File: config.mk
export PLATFORM = sky130hd
export DESIGN_NAME = clipper_seq_ctrl
export DESIGN_NICKNAME = d
export VERILOG_FILES = /design/src/rtl/clipper_seq_ctrl.sv
export SDC_FILE = /design/constraint.sdc
export NUM_CORES = 1
export LEC_CHECK = 0
export CAP_MARGIN = 10
export CORE_MARGIN = 5
export CORE_UTILIZATION = 50
export CTS_CLUSTER_DIAMETER = 60
export DETAILED_ROUTE_END_ITERATION = 16
export PLACE_DENSITY_LB_ADDON = 0.25
export RECOVER_POWER = 100
export SLEW_MARGIN = 30
export SYNTH_ARGS = -nofsm -noshare
export SYNTH_HDL_FRONTEND = slang
export SYNTH_SLANG_ARGS = --single-unit
export TNS_END_PERCENT = 50
File: constraint.sdc
create_clock -name clock -period 3.3 [get_ports clock]
set_input_delay 0.66 -clock clock [delete_from_list [all_inputs] [get_ports clock]]
set_output_delay 0.66 -clock clock [all_outputs]
set_load 0.1 [all_outputs]
File: src/rtl/clipper_seq_ctrl.sv
// ============================================================================
// Module      : clipper_seq_ctrl
// Description : Block sequencer for the 27-lane FME clipper: row handshake,
//               clip_pvso select, single-stage register tracking, done pulse.
//               Optional stall counter enabled by CLIPPER_SEQ_STALL_CNT_EN.
// Revision    : 1.0 - initial release
// ============================================================================
`default_nettype none

module clipper_seq_ctrl #(
  parameter int         ROW_W   = 6,
  parameter logic [1:0] MODE_2D = 2'd2
) (
  input  logic             clock,
  input  logic             reset_n,
  input  logic             start,
  input  logic [1:0]       mode,
  input  logic [ROW_W-1:0] num_rows,
  output logic             busy,
  output logic             done,
  input  logic             filt_valid,
  output logic             filt_ready,
  output logic             clip_enable,
  output logic             clip_pvso,
  output logic             out_valid,
  input  logic             out_ready,
  output logic [ROW_W-1:0] row_idx,
  output logic             last_row,
  output logic [15:0]      stall_cycles
);

  typedef enum logic [1:0] {
    S_IDLE  = 2'd0,
    S_RUN   = 2'd1,
    S_DRAIN = 2'd2,
    S_DONE  = 2'd3
  } state_t;

  state_t           r_state;
  logic [ROW_W-1:0] r_num_rows;
  logic [ROW_W-1:0] r_acc_cnt;
  logic [ROW_W-1:0] r_row_idx;
  logic             r_busy;
  logic             r_done;
  logic             r_pvso;
  logic             r_out_valid;

  logic             w_filt_ready;
  logic             w_accept;
  logic             w_consume;
  logic             w_start_acc;
  logic [ROW_W-1:0] w_last_idx;

  assign w_last_idx   = r_num_rows - {{(ROW_W-1){1'b0}}, 1'b1};
  // Single-stage pipe: a new row may enter whenever the register empties this cycle
  assign w_filt_ready = (r_state == S_RUN) & (~r_out_valid | out_ready);
  assign w_accept     = filt_valid & w_filt_ready;
  assign w_consume    = r_out_valid & out_ready;
  assign w_start_acc  = (r_state == S_IDLE) & start;

  always_ff @(posedge clock or negedge reset_n) begin
    if (!reset_n) begin
      r_state     <= S_IDLE;
      r_num_rows  <= '0;
      r_acc_cnt   <= '0;
      r_row_idx   <= '0;
      r_busy      <= 1'b0;
      r_done      <= 1'b0;
      r_pvso      <= 1'b0;
      r_out_valid <= 1'b0;
    end else begin
      r_done <= 1'b0;

      if (w_accept) begin
        r_out_valid <= 1'b1;
      end else if (w_consume) begin
        r_out_valid <= 1'b0;
      end

      if (w_consume) begin
        r_row_idx <= r_row_idx + {{(ROW_W-1){1'b0}}, 1'b1};
      end

      case (r_state)
        S_IDLE: begin
          if (start) begin
            r_num_rows <= num_rows;
            r_pvso     <= (mode == MODE_2D);
            r_busy     <= 1'b1;
            r_acc_cnt  <= '0;
            r_row_idx  <= '0;
            if (num_rows == '0) begin
              r_state <= S_DONE;
              r_done  <= 1'b1;
            end else begin
              r_state <= S_RUN;
            end
          end
        end
        S_RUN: begin
          if (w_accept) begin
            if (r_acc_cnt == w_last_idx) begin
              r_state <= S_DRAIN;
            end else begin
              r_acc_cnt <= r_acc_cnt + {{(ROW_W-1){1'b0}}, 1'b1};
            end
          end
        end
        S_DRAIN: begin
          if (w_consume && (r_row_idx == w_last_idx)) begin
            r_state <= S_DONE;
            r_done  <= 1'b1;
          end
        end
        S_DONE: begin
          r_state   <= S_IDLE;
          r_busy    <= 1'b0;
          r_pvso    <= 1'b0;
          r_acc_cnt <= '0;
          r_row_idx <= '0;
        end
        default: r_state <= S_IDLE;
      endcase
    end
  end

  assign busy        = r_busy;
  assign done        = r_done;
  assign filt_ready  = w_filt_ready;
  assign clip_enable = w_accept;
  assign clip_pvso   = r_pvso;
  assign out_valid   = r_out_valid;
  assign row_idx     = r_row_idx;
  assign last_row    = r_out_valid & (r_row_idx == w_last_idx);

`ifdef CLIPPER_SEQ_STALL_CNT_EN
  logic [15:0] r_stall_cnt;

  always_ff @(posedge clock or negedge reset_n) begin
    if (!reset_n) begin
      r_stall_cnt <= 16'd0;
    end else if (w_start_acc) begin
      r_stall_cnt <= 16'd0;
    end else if (r_busy && r_out_valid && !out_ready && (r_stall_cnt != 16'hFFFF)) begin
      r_stall_cnt <= r_stall_cnt + 16'd1;
    end
  end

  assign stall_cycles = r_stall_cnt;
`else
  assign stall_cycles = 16'd0;
`endif

endmodule

`default_nettype wire

==> results of run 1 <==
==> path summary, 6_finish.rpt <==
check,startpoint,end,slack (ps),cells after the start
max,r_num_rows[0]$_DFFE_PN0P_,last_row,220,7
min,busy$_DFFE_PN0P_,busy$_DFFE_PN0P_,540,2
max reg2reg,r_num_rows[0]$_DFFE_PN0P_,r_state[1]$_DFFE_PN0P_,480,8
min reg2reg,busy$_DFFE_PN0P_,busy$_DFFE_PN0P_,540,2
max in group asynchronous,reset_n,r_state[0]$_DFFE_PN0P_,1340,2
min in group asynchronous,reset_n,row_idx[4]$_DFF_PN0_,1170,2
==> area by class of cell <==
cell class,count,area (sq um),area share (%)
tap,46,57.6,2.94
multi-input combinational,149,1040,53.1
inverter,8,30.0,1.53
timing repair buffer,26,194,9.91
sequential,24,601,30.7
clock buffer,4,36.3,1.85
==> where the power goes <==
part	leakage, nW	switching, W	internal [W]
Combinational	0.545	0.000765	0.000398
Sequential	0.311	0.000158	0.000382
Clock	0.0210	0.0000907	0.0000674
==> metrics by stage <==
stage | setup slack [ps] | utilization, %
after floorplan | 164 | -
after global placement | 674 | 58.5
after detailed placement | 609 | 58.5
after CTS | 233 | 59.6
after global routing | 74.3 | 57.3
final | 223 | 57.3
==> kinds of logic after synthesis <==
logic type / after synthesis / share of synthesized area [%]
AND/OR/NAND/NOR: 66 / 21.7
AO/OA/AOI/OAI: 37 / 14.4
buffers and inverters: 33 / 11.5
flip-flops: 24 / 33.4
XOR/XNOR: 14 / 8.36
multiplexers: 9 / 5.50
adder cells (fa/ha/maj): 7 / 4.87
other: 1 / 0.209
==> sequential cells by signal, summed over array words and instances, names as in the netlist <==
| name | cells |
|---|---|
| r_num_rows | 6 |
| r_acc_cnt | 6 |
| clip_pvso | 1 |
| done | 1 |
| r_state | 2 |
| row_idx | 6 |
| out_valid | 1 |
| busy | 1 |
==> worst max-delay path: cells and delay by family (launching register included) <==
family / cells / cell delay [ps]
buf+inv: 2 / 320
compound gates: 2 / 720
simple gates: 2 / 270
fa+ha+maj: 1 / 280
flops: 1 / 530
==> placed cells by master, fill, tap and decap left out, types with 2 or more instances in the layout <==
cell / Yosys / routed
sky130_fd_sc_hd__a211o_1: 2 / 2
sky130_fd_sc_hd__a21oi_1: 9 / 9
sky130_fd_sc_hd__a311o_1: 2 / 2
sky130_fd_sc_hd__a31oi_1: 2 / 2
sky130_fd_sc_hd__and2_0: 0 / 2
sky130_fd_sc_hd__and3_1: 4 / 4
sky130_fd_sc_hd__and4b_1: 2 / 2
sky130_fd_sc_hd__clkbuf_1: 5 / 11
sky130_fd_sc_hd__clkbuf_4: 0 / 3
sky130_fd_sc_hd__clkdlybuf4s50_1: 0 / 9
sky130_fd_sc_hd__conb_1: 1 / 16
sky130_fd_sc_hd__dfrtp_1: 24 / 24
sky130_fd_sc_hd__dlygate4sd3_1: 0 / 3
sky130_fd_sc_hd__ha_1: 7 / 7
sky130_fd_sc_hd__inv_1: 8 / 8
sky130_fd_sc_hd__mux2_2: 6 / 6
sky130_fd_sc_hd__mux2i_1: 2 / 2
sky130_fd_sc_hd__nand2_1: 16 / 16
sky130_fd_sc_hd__nand2b_1: 5 / 5
sky130_fd_sc_hd__nand3_1: 3 / 3
sky130_fd_sc_hd__nand4_1: 4 / 4
sky130_fd_sc_hd__nor2_1: 12 / 11
sky130_fd_sc_hd__nor2b_1: 3 / 3
sky130_fd_sc_hd__nor3_1: 4 / 4
sky130_fd_sc_hd__nor3b_1: 1 / 2
sky130_fd_sc_hd__o2111ai_1: 2 / 2
sky130_fd_sc_hd__o211ai_1: 2 / 2
sky130_fd_sc_hd__o21ai_0: 7 / 8
sky130_fd_sc_hd__or3_1: 2 / 2
sky130_fd_sc_hd__xnor2_1: 3 / 3
sky130_fd_sc_hd__xnor3_1: 2 / 2
sky130_fd_sc_hd__xor2_1: 9 / 9
==> metal layers <==
metal	vias to the layer above	track usage, %	share of wire (%)
li1	683	-	-
met1	693	20.1	43
met2	35	29.1	51
met3	8	3.73	4.3
met4	0	4.68	1.6
met5	-	0	0
==> impl_results.md, run 1 <==
- Flip-flop cell with the highest count after synthesis: sky130_fd_sc_hd__dfrtp_1
- Height of the die: 69.9 um
- Number of distinct standard cells referenced by the synthesized netlist: 50
- Crit path capture type: output port
- Post-layout instance area: 1960 sq um
- Wire length of the first global-routing pass: 6.72 mm
- TritonCTS clock tree: built
- Yosys warnings: 0
- Maximum fanout count along the critical path: 7
- Final hold slack: 543 ps
- Max-slew headroom: 8.59%
- Number of antenna violations at the first check in global routing: 0
- Routability cong.: 0.899
- Post-DRT Antenna Nets: 0
- Buffer cell driving the clock tree root: sky130_fd_sc_hd__clkbuf_4
- Diode count: 0
- Delay contributed by the slowest stage of the critical path: 530 ps
- Detail-routed via count per cell: 5.52
- Min-delay worst type: reg -> reg
- Layout cells sized above 1: 8.06%
- Total of flip-flops plus latches after synthesis: 24
- Total number of placement rows: 21
- Cells resized by post-CTS repair: 0
- Max-slew violations: 0
- Total iterations of the first detailed-routing run: 4
- Type of origin of the critical path: flip-flop
- Cell area reported after detailed placement: 2000 sq um
- RSZ-0062 raised after global routing: false
- Depth of the CTS H-tree: 1
- Mean Syn Cell Area: 9.41 sq um
- Hold buffer count at cts: 0
- Pin count of the biggest net entering global routing: 25
- Final nets: 232
- Endpoints failing setup: 0
- Data arrival time of the critical path: 2420 ps
- Final-layout setup total negative slack: 0 ps
- Number of buffers on the longest clock path: 2
- Full die area: 4890 sq um
- TritonCTS Buffers: 3
- Post-synth top area share: 33.4%
- Initial Util: 52.6%
- Total I/O pin count: 42
- Clock-pin slew of the registers on the worst-case setup and hold paths: 140 ps
- Critical Path, Cell by Cell: inv_1 -> ha_1 -> nor4bb_4 -> a311o_1 -> a221oi_1 -> nor2_2 -> buf_4
- Top-count cell post-synth: sky130_fd_sc_hd__dfrtp_1
- Cell types with the largest area share after synthesis: sky130_fd_sc_hd__dfrtp_1, sky130_fd_sc_hd__buf_4, sky130_fd_sc_hd__ha_1, sky130_fd_sc_hd__xor2_1, sky130_fd_sc_hd__mux2_2
- Critical-path top delay cell: sky130_fd_sc_hd__dfrtp_1
- Setup Buffers After CTS: 0
- Most frequent cells after synthesis: sky130_fd_sc_hd__dfrtp_1, sky130_fd_sc_hd__buf_4, sky130_fd_sc_hd__nand2_1
- Number of flops mapped to enable cells by yosys: 0
- Overall Power: 0.00186 W
- Gate count after technology mapping: 191
- Minimum clock period: 3080 ps
- Pin slew with the least headroom to its limit: 1370 ps
- Hold violation count in the final report: 0
- Total via count in the routed design: 1419
- Fin Clk Skew: 3.17 ps
- DPL Wire Length: 3.06 mm
- Synth-to-Final Area Change: 8.91%
- Result of the run: finished, final reports clean
- Fraction of the cycle the final worst path needs: 93.3%
- Total leakage power: 0.877 nW
- Latest clock arrival within the worst-skew pair: 310 ps
- Number of clock sinks seen by CTS: 24
- Post-detailed-route DRC marker count: 0
- CORE AREA: 3420 sq um
- Placed cell count: 253
- Area of the mapped netlist: 1800 sq um
- Required time worst endpoint: 2640 ps
- Overflow after GRT: 0
- CP Class: reg -> out
- Final cell count without fillers: 257
- Routed length per placed instance: 15.2 um
- Ys async rst share: 100%
- Starting DRT DRC Count: 36
- Count of fill cells added during filler insertion: 312
- IO buf count: 25
- Pwr Density: 951 nW/um^2
- Vias in the first global route: 1447
- Drt total wl: 3.90 mm
- Worst IR drop on VDD: 0.000737 V
- Sequential fraction of the synthesis area: 33.4%
- Synth area leader: sky130_fd_sc_hd__dfrtp_1
- Max-cap check violation count: 0
- Fmax: 325 MHz
- All-layer global routing usage: 16.5%
- Die X-Extent: 69.9 um
Note: power is estimated with default switching activity, not from simulation.
==> run 2: changes to the inputs <==
- CELL_PAD_IN_SITES_DETAIL_PLACEMENT: not set -> 0
- CELL_PAD_IN_SITES_GLOBAL_PLACEMENT: not set -> 1
- CORE_UTILIZATION: 50 -> 38
==> run 2 against run 1 <==
Register-to-register slack got worse by 90 ps; cell count increased by 3.1%; global-route usage decreased by 2.8 points; sequential share of layout area decreased by 0.54 points; power increased by 5.1%; clock skew about the same; critical path depth unchanged; largest power group unchanged.
==> impl_results.md, run 2 (synthesis results as in run 1) <==
- CP Class: reg -> out
- Pin count of the biggest net entering global routing: 25
- Diode count: 0
- Number of clock sinks seen by CTS: 24
- TritonCTS clock tree: built
- Worst reg2reg startpoint: r_num_rows[0]$_DFFE_PN0P_
- Cells resized by post-CTS repair: 0
- Layer with the highest usage after global routing: met2
- Endpoints failing setup: 0
- Post-layout instance area: 1990 sq um
- Total number of placement rows: 25
- Setup Buffers After CTS: 0
- TritonCTS Buffers: 3
- Latest clock arrival within the worst-skew pair: 270 ps
- IO buf count: 25
- Minimum setup slack among reg-to-reg paths: 390 ps
- Final nets: 232
- Result of the run: finished, final reports clean
- Number of cells on the worst reg-to-reg path: 8
- Drt total wl: 4.08 mm
- Delay-heaviest family, CP: compound AO/OA/AOI/OAI gates
- Routability cong.: 0.828
- Clock-pin slew of the registers on the worst-case setup and hold paths: 90 ps
- Number of buffer and inverter stages on the critical path: 2
- Total leakage power: 0.885 nW
- Post-DRT Antenna Nets: 0
- Total iterations of the first detailed-routing run: 4
- Maximum fanout count along the critical path: 7
- Min-delay worst type: reg -> reg
- Vias in the first global route: 1366
- Hold buffer count at cts: 0
- CORE AREA: 4660 sq um
- Die X-Extent: 78.8 um
- Critical-path top delay cell: sky130_fd_sc_hd__dfrtp_1
- Worst Setup Slack post-DPL: 576 ps
- All-layer global routing usage: 13.8%
- Depth of the CTS H-tree: 1
- Routed length per placed instance: 15.4 um
- Crit path capture type: output port
- Synth-to-Final Area Change: 10.9%
- Initial Util: 38.6%
- Hold Path End: busy$_DFFE_PN0P_
- Routing usage on met1: 18.6%
- DPL Wire Length: 3.16 mm
- Total I/O pin count: 42
- Minimum clock period: 3060 ps
- Final worst-path setup slack: 239 ps
- Worst IR drop on VDD: 0.000665 V
- Type of origin of the critical path: flip-flop
- Layout cells sized above 1: 8.06%
- Commonest non-fill, non-tap cell in the layout: sky130_fd_sc_hd__dfrtp_1
- Fin Clk Skew: 2.72 ps
- Buffer cell driving the clock tree root: sky130_fd_sc_hd__clkbuf_8
- Logic depth of the worst setup path including buffers: 7
- Number of antenna violations at the first check in global routing: 0
- Max-cap check violation count: 0
- Cell area reported after detailed placement: 2010 sq um
- Number of buffers on the longest clock path: 2
- Met3 Track Usage GR: 1.81%
- Pwr Density: 982 nW/um^2
- Pin slew with the least headroom to its limit: 1330 ps
- Detail-routed via count per cell: 5.31
- Full die area: 6200 sq um
- Total via count in the routed design: 1406
- Max-slew headroom: 11.3%
- Hold violation count in the final report: 0
- Most used cells in the layout excluding fill and tap cells: sky130_fd_sc_hd__dfrtp_1, sky130_fd_sc_hd__nand2_1, sky130_fd_sc_hd__conb_1
- Height of the die: 78.8 um
- Hold Crit Start: busy$_DFFE_PN0P_
- Wire length of the first global-routing pass: 6.87 mm
- Post-detailed-route DRC marker count: 0
- Final-layout setup total negative slack: 0 ps
- Required time worst endpoint: 2640 ps
- Fmax: 327 MHz
- Delay contributed by the slowest stage of the critical path: 520 ps
- Instance count along the most critical hold path: 2
- Max-slew violations: 0
- Starting DRT DRC Count: 60
- Critical Path, Cell by Cell: inv_1 -> ha_1 -> nor4bb_1 -> a311o_1 -> a221oi_1 -> nor2_2 -> buf_4
- Fin util: 42.7%
- RSZ-0062 raised after global routing: false
- Grt met2 use: 22.9%
- Data arrival time of the critical path: 2400 ps
- Fraction of the cycle the final worst path needs: 92.7%
- Worst reg2reg endpoint: r_state[1]$_DFFE_PN0P_
- Overflow after GRT: 0
==> run 2: changes by cell type in the layout (fill, tap and decap cells not counted) <==
| cell | delta |
|---|---|
| sky130_fd_sc_hd__clkbuf_8 | +2 |
| sky130_fd_sc_hd__a211oi_2 | +1 |
| sky130_fd_sc_hd__a211oi_1 | -1 |
| sky130_fd_sc_hd__clkbuf_4 | -3 |
| sky130_fd_sc_hd__nor4bb_1 | +1 |
| sky130_fd_sc_hd__nor4bb_4 | -1 |
| sky130_fd_sc_hd__bufinv_16 | +1 |
==> run 2: layout make-up <==
type	instances	area, sq um
fill	479	2670
multi-input combinational	149	1030
sequential	24	601
timing repair buffer	26	194
tap	54	67.6
clock buffer	3	41.3
clock inverter	1	30.0
inverter	8	30.0
==> run 2: report_power, final <==
part,internal (W),switching (W),leakage (nW)
sequential,0.000382,0.000159,0.311
clock,0.000162,0.000102,0.0357
combinational,0.000391,0.000760,0.538
total,0.000936,0.00102,0.885
==> run 2: through the flow <==
step           power, W  hold slack, ps  cells
3_5_place_dp    0.00176             511    261
5_1_grt         0.00209             595    265
6_report        0.00196             530    265
4_1_cts         0.00203             543    265
2_1_floorplan   0.00152             364    206
3_3_place_gp    0.00174             500    261
==> run 2: worst max-delay path by stage <==
stage	slack (ps)	end	from
floorplan	160	last_row	row_idx[4]$_DFF_PN0_
global placement	640	last_row	r_num_rows[0]$_DFFE_PN0P_
detailed placement	580	last_row	r_num_rows[0]$_DFFE_PN0P_
CTS	270	last_row	r_num_rows[0]$_DFFE_PN0P_
global route	80	last_row	r_num_rows[0]$_DFFE_PN0P_
finish	240	last_row	r_num_rows[0]$_DFFE_PN0P_
==> run 2: worst register-to-register path, stage by stage (launching register included) <==
cell and delay (ps):
sky130_fd_sc_hd__dfrtp_1 490, sky130_fd_sc_hd__inv_1 100, sky130_fd_sc_hd__ha_1 280, sky130_fd_sc_hd__nor4bb_1 530, sky130_fd_sc_hd__a311o_1 200, sky130_fd_sc_hd__a221oi_1 110
sky130_fd_sc_hd__or3b_1 450, sky130_fd_sc_hd__a211oi_2 300, sky130_fd_sc_hd__mux2_1 350
==> run 2: per-layer routing <==
| metal | part of all wire [%] | wire [um] |
|---|---|---|
| met1 | 48 | 1960 |
| met2 | 48 | 1970 |
| met3 | 3.1 | 128 |
| met4 | 0.47 | 19 |
| met5 | 0 | 0 |
==> run 3: changes to the inputs <==
--- a/constraint.sdc
+++ b/constraint.sdc
@@ -3,2 +3,2 @@
 set_output_delay 0.66 -clock clock [all_outputs]
-set_load 0.1 [all_outputs]
+set_load 0.05 [all_outputs]
==> run 3 against run 2 <==
First-iteration DRC count rose by 62%; cell count unchanged; via count is 1.8% higher; register-to-register slack better by 40 ps; critical path depth did not move; worst setup slack improved by 55 ps; sequential share of layout area is 0.59 points lower; clock power barely moved; hold slack worse by 17 ps; design area rose by 2.0%; die area stayed put.
==> impl_results.md, run 3 (synthesis results as in run 1) <==
- Worst reg2reg startpoint: r_num_rows[0]$_DFFE_PN0P_
- Pwr Density: 871 nW/um^2
- Total I/O pin count: 42
- Worst IR drop on VDD: 0.000580 V
- Drt total wl: 4.24 mm
- RSZ-0062 raised after global routing: false
- Setup Buffers After CTS: 0
- Routability cong.: 0.777
- Buffer cell driving the clock tree root: sky130_fd_sc_hd__clkbuf_8
- Part of the total power dissipated in combinational logic: 54.7%
- Clock-pin slew of the registers on the worst-case setup and hold paths: 90 ps
- Hold buffer count at cts: 0
- Switching power: 0.000837 W
- Most used cells in the layout excluding fill and tap cells: sky130_fd_sc_hd__dfrtp_1, sky130_fd_sc_hd__nand2_1, sky130_fd_sc_hd__conb_1
- Fin Clk Skew: 5.20 ps
- Worst reg2reg endpoint: r_state[1]$_DFFE_PN0P_
- Commonest non-fill, non-tap cell in the layout: sky130_fd_sc_hd__dfrtp_1
- P_int: 0.000932 W
- Cells resized by post-CTS repair: 0
- Max-slew violations: 0
- Result of the run: finished, final reports clean
- Max-cap check violation count: 0
- Final nets: 232
- Post-detailed-route DRC marker count: 0
- Number of buffer and inverter stages on the critical path: 2
- Instance count along the most critical hold path: 2
- Required time worst endpoint: 2640 ps
- Number of buffers on the longest clock path: 2
- Critical Path, Cell by Cell: inv_1 -> ha_1 -> nor4bb_1 -> a311o_1 -> a221oi_1 -> nor2_1 -> buf_2
- TritonCTS clock tree: built
- IO buf count: 25
- Overall Power: 0.00177 W
- Min-delay worst type: reg -> reg
- Fraction of the cycle the final worst path needs: 91.1%
- Initial Util: 38.6%
- Total leakage power: 0.926 nW
- Max-slew headroom: 10.5%
- Full die area: 6200 sq um
- Total number of placement rows: 25
- All-layer global routing usage: 14.6%
- Diode count: 0
- Pin slew with the least headroom to its limit: 1340 ps
- Fmax: 333 MHz
- Pin count of the biggest net entering global routing: 25
- DPL Wire Length: 3.29 mm
- Area taken by multi-input logic gates: 1030 sq um
- Hold Crit Start: clip_pvso$_DFFE_PN0P_
- CP Class: reg -> out
- Register area: 601 sq um
- Total iterations of the first detailed-routing run: 4
- Overflow after GRT: 0
- Number of antenna violations at the first check in global routing: 0
- Vias in the first global route: 1444
- Count of fill cells added during filler insertion: 458
- Latest clock arrival within the worst-skew pair: 270 ps
- CORE AREA: 4660 sq um
- Maximum fanout count along the critical path: 7
- Final-layout setup total negative slack: 0 ps
- TritonCTS Buffers: 3
- Wire length of the first global-routing pass: 7.24 mm
- Post-DRT Antenna Nets: 0
- Hold violation count in the final report: 0
- Final cell count without fillers: 265
- Power share of the clock group: 14.7%
- Delay contributed by the slowest stage of the critical path: 510 ps
- Placed cell count: 261
- Number of clock sinks seen by CTS: 24
- Detail-routed via count per cell: 5.40
- Die X-Extent: 78.8 um
- Number of cells on the worst reg-to-reg path: 8
- Height of the die: 78.8 um
- Synth-to-Final Area Change: 13.1%
- Delay-heaviest family, CP: compound AO/OA/AOI/OAI gates
- Depth of the CTS H-tree: 1
- Routed length per placed instance: 16.0 um
- Hold Path End: clip_pvso$_DFFE_PN0P_
- Layout cells sized above 1: 6.64%
- Critical-path top delay cell: sky130_fd_sc_hd__dfrtp_1
- Total via count in the routed design: 1431
- Minimum setup slack among reg-to-reg paths: 430 ps
- Switching share of total power: 47.3%
- Sequential fraction of design power: 30.6%
- Crit path capture type: output port
- Minimum clock period: 3010 ps
- Starting DRT DRC Count: 97
- Endpoints failing setup: 0
- Type of origin of the critical path: flip-flop
- Data arrival time of the critical path: 2350 ps
## run 3: worst max path at each step
stage,startpoint,depth (start not counted),slack (ps),end
2_1_floorplan,r_num_rows[0]$_DFFE_PN0P_,6,630,last_row
3_3_place_gp,r_num_rows[0]$_DFFE_PN0P_,7,670,last_row
3_5_place_dp,r_num_rows[0]$_DFFE_PN0P_,7,610,last_row
4_1_cts,r_num_rows[0]$_DFFE_PN0P_,7,290,last_row
5_1_grt,r_num_rows[0]$_DFFE_PN0P_,7,90,last_row
6_report,r_num_rows[0]$_DFFE_PN0P_,7,290,last_row
## run 3: per-layer routing
layer / GRT usage [%] / part of all wire, % / vias to the layer above
li1: - / - / 688
met2: 24.7 / 50 / 41
met1: 18.2 / 44 / 696
met4: 4.02 / 1.7 / 0
met3: 3.97 / 4.7 / 6
met5: 0 / 0 / -
## run 3: power by group through the flow
stage               logic [W]  registers, W  clock network [W]
global placement     0.000988      0.000546                  0
CTS                   0.00101      0.000550           0.000268
finish               0.000967      0.000541           0.000261
floorplan            0.000789      0.000560                  0
global route          0.00107      0.000559           0.000285
detailed placement    0.00100      0.000555                  0
## run 3: worst reg2reg max path, delay by kind of cell, from the launching register on
family | cells | cell delay, ps
adder cells (fa/ha/maj) | 1 | 280
multiplexers | 1 | 350
buffers and inverters | 1 | 100
flip-flops | 1 | 480
AND/OR/NAND/NOR | 2 | 960
AO/OA/AOI/OAI | 3 | 590
## run 3: layout make-up
cell class                 count  area share [%]
clock inverter                 1            1.48
multi-input combinational    149            50.5
sequential                    24            29.6
clock buffer                   3            2.03
inverter                       8            1.48
timing repair buffer          26            11.6
tap                           54            3.33
## run 3: through the flow
step | setup WS [ps] | util, % | area, sq um | hold slack (ps)
2_1_floorplan | 630 | - | 1850 | 364
3_3_place_gp | 674 | 42.8 | 1990 | 511
3_5_place_dp | 606 | 42.8 | 1990 | 499
4_1_cts | 286 | 44.3 | 2070 | 526
5_1_grt | 86.5 | 43.6 | 2030 | 545
6_report | 295 | 43.6 | 2030 | 513
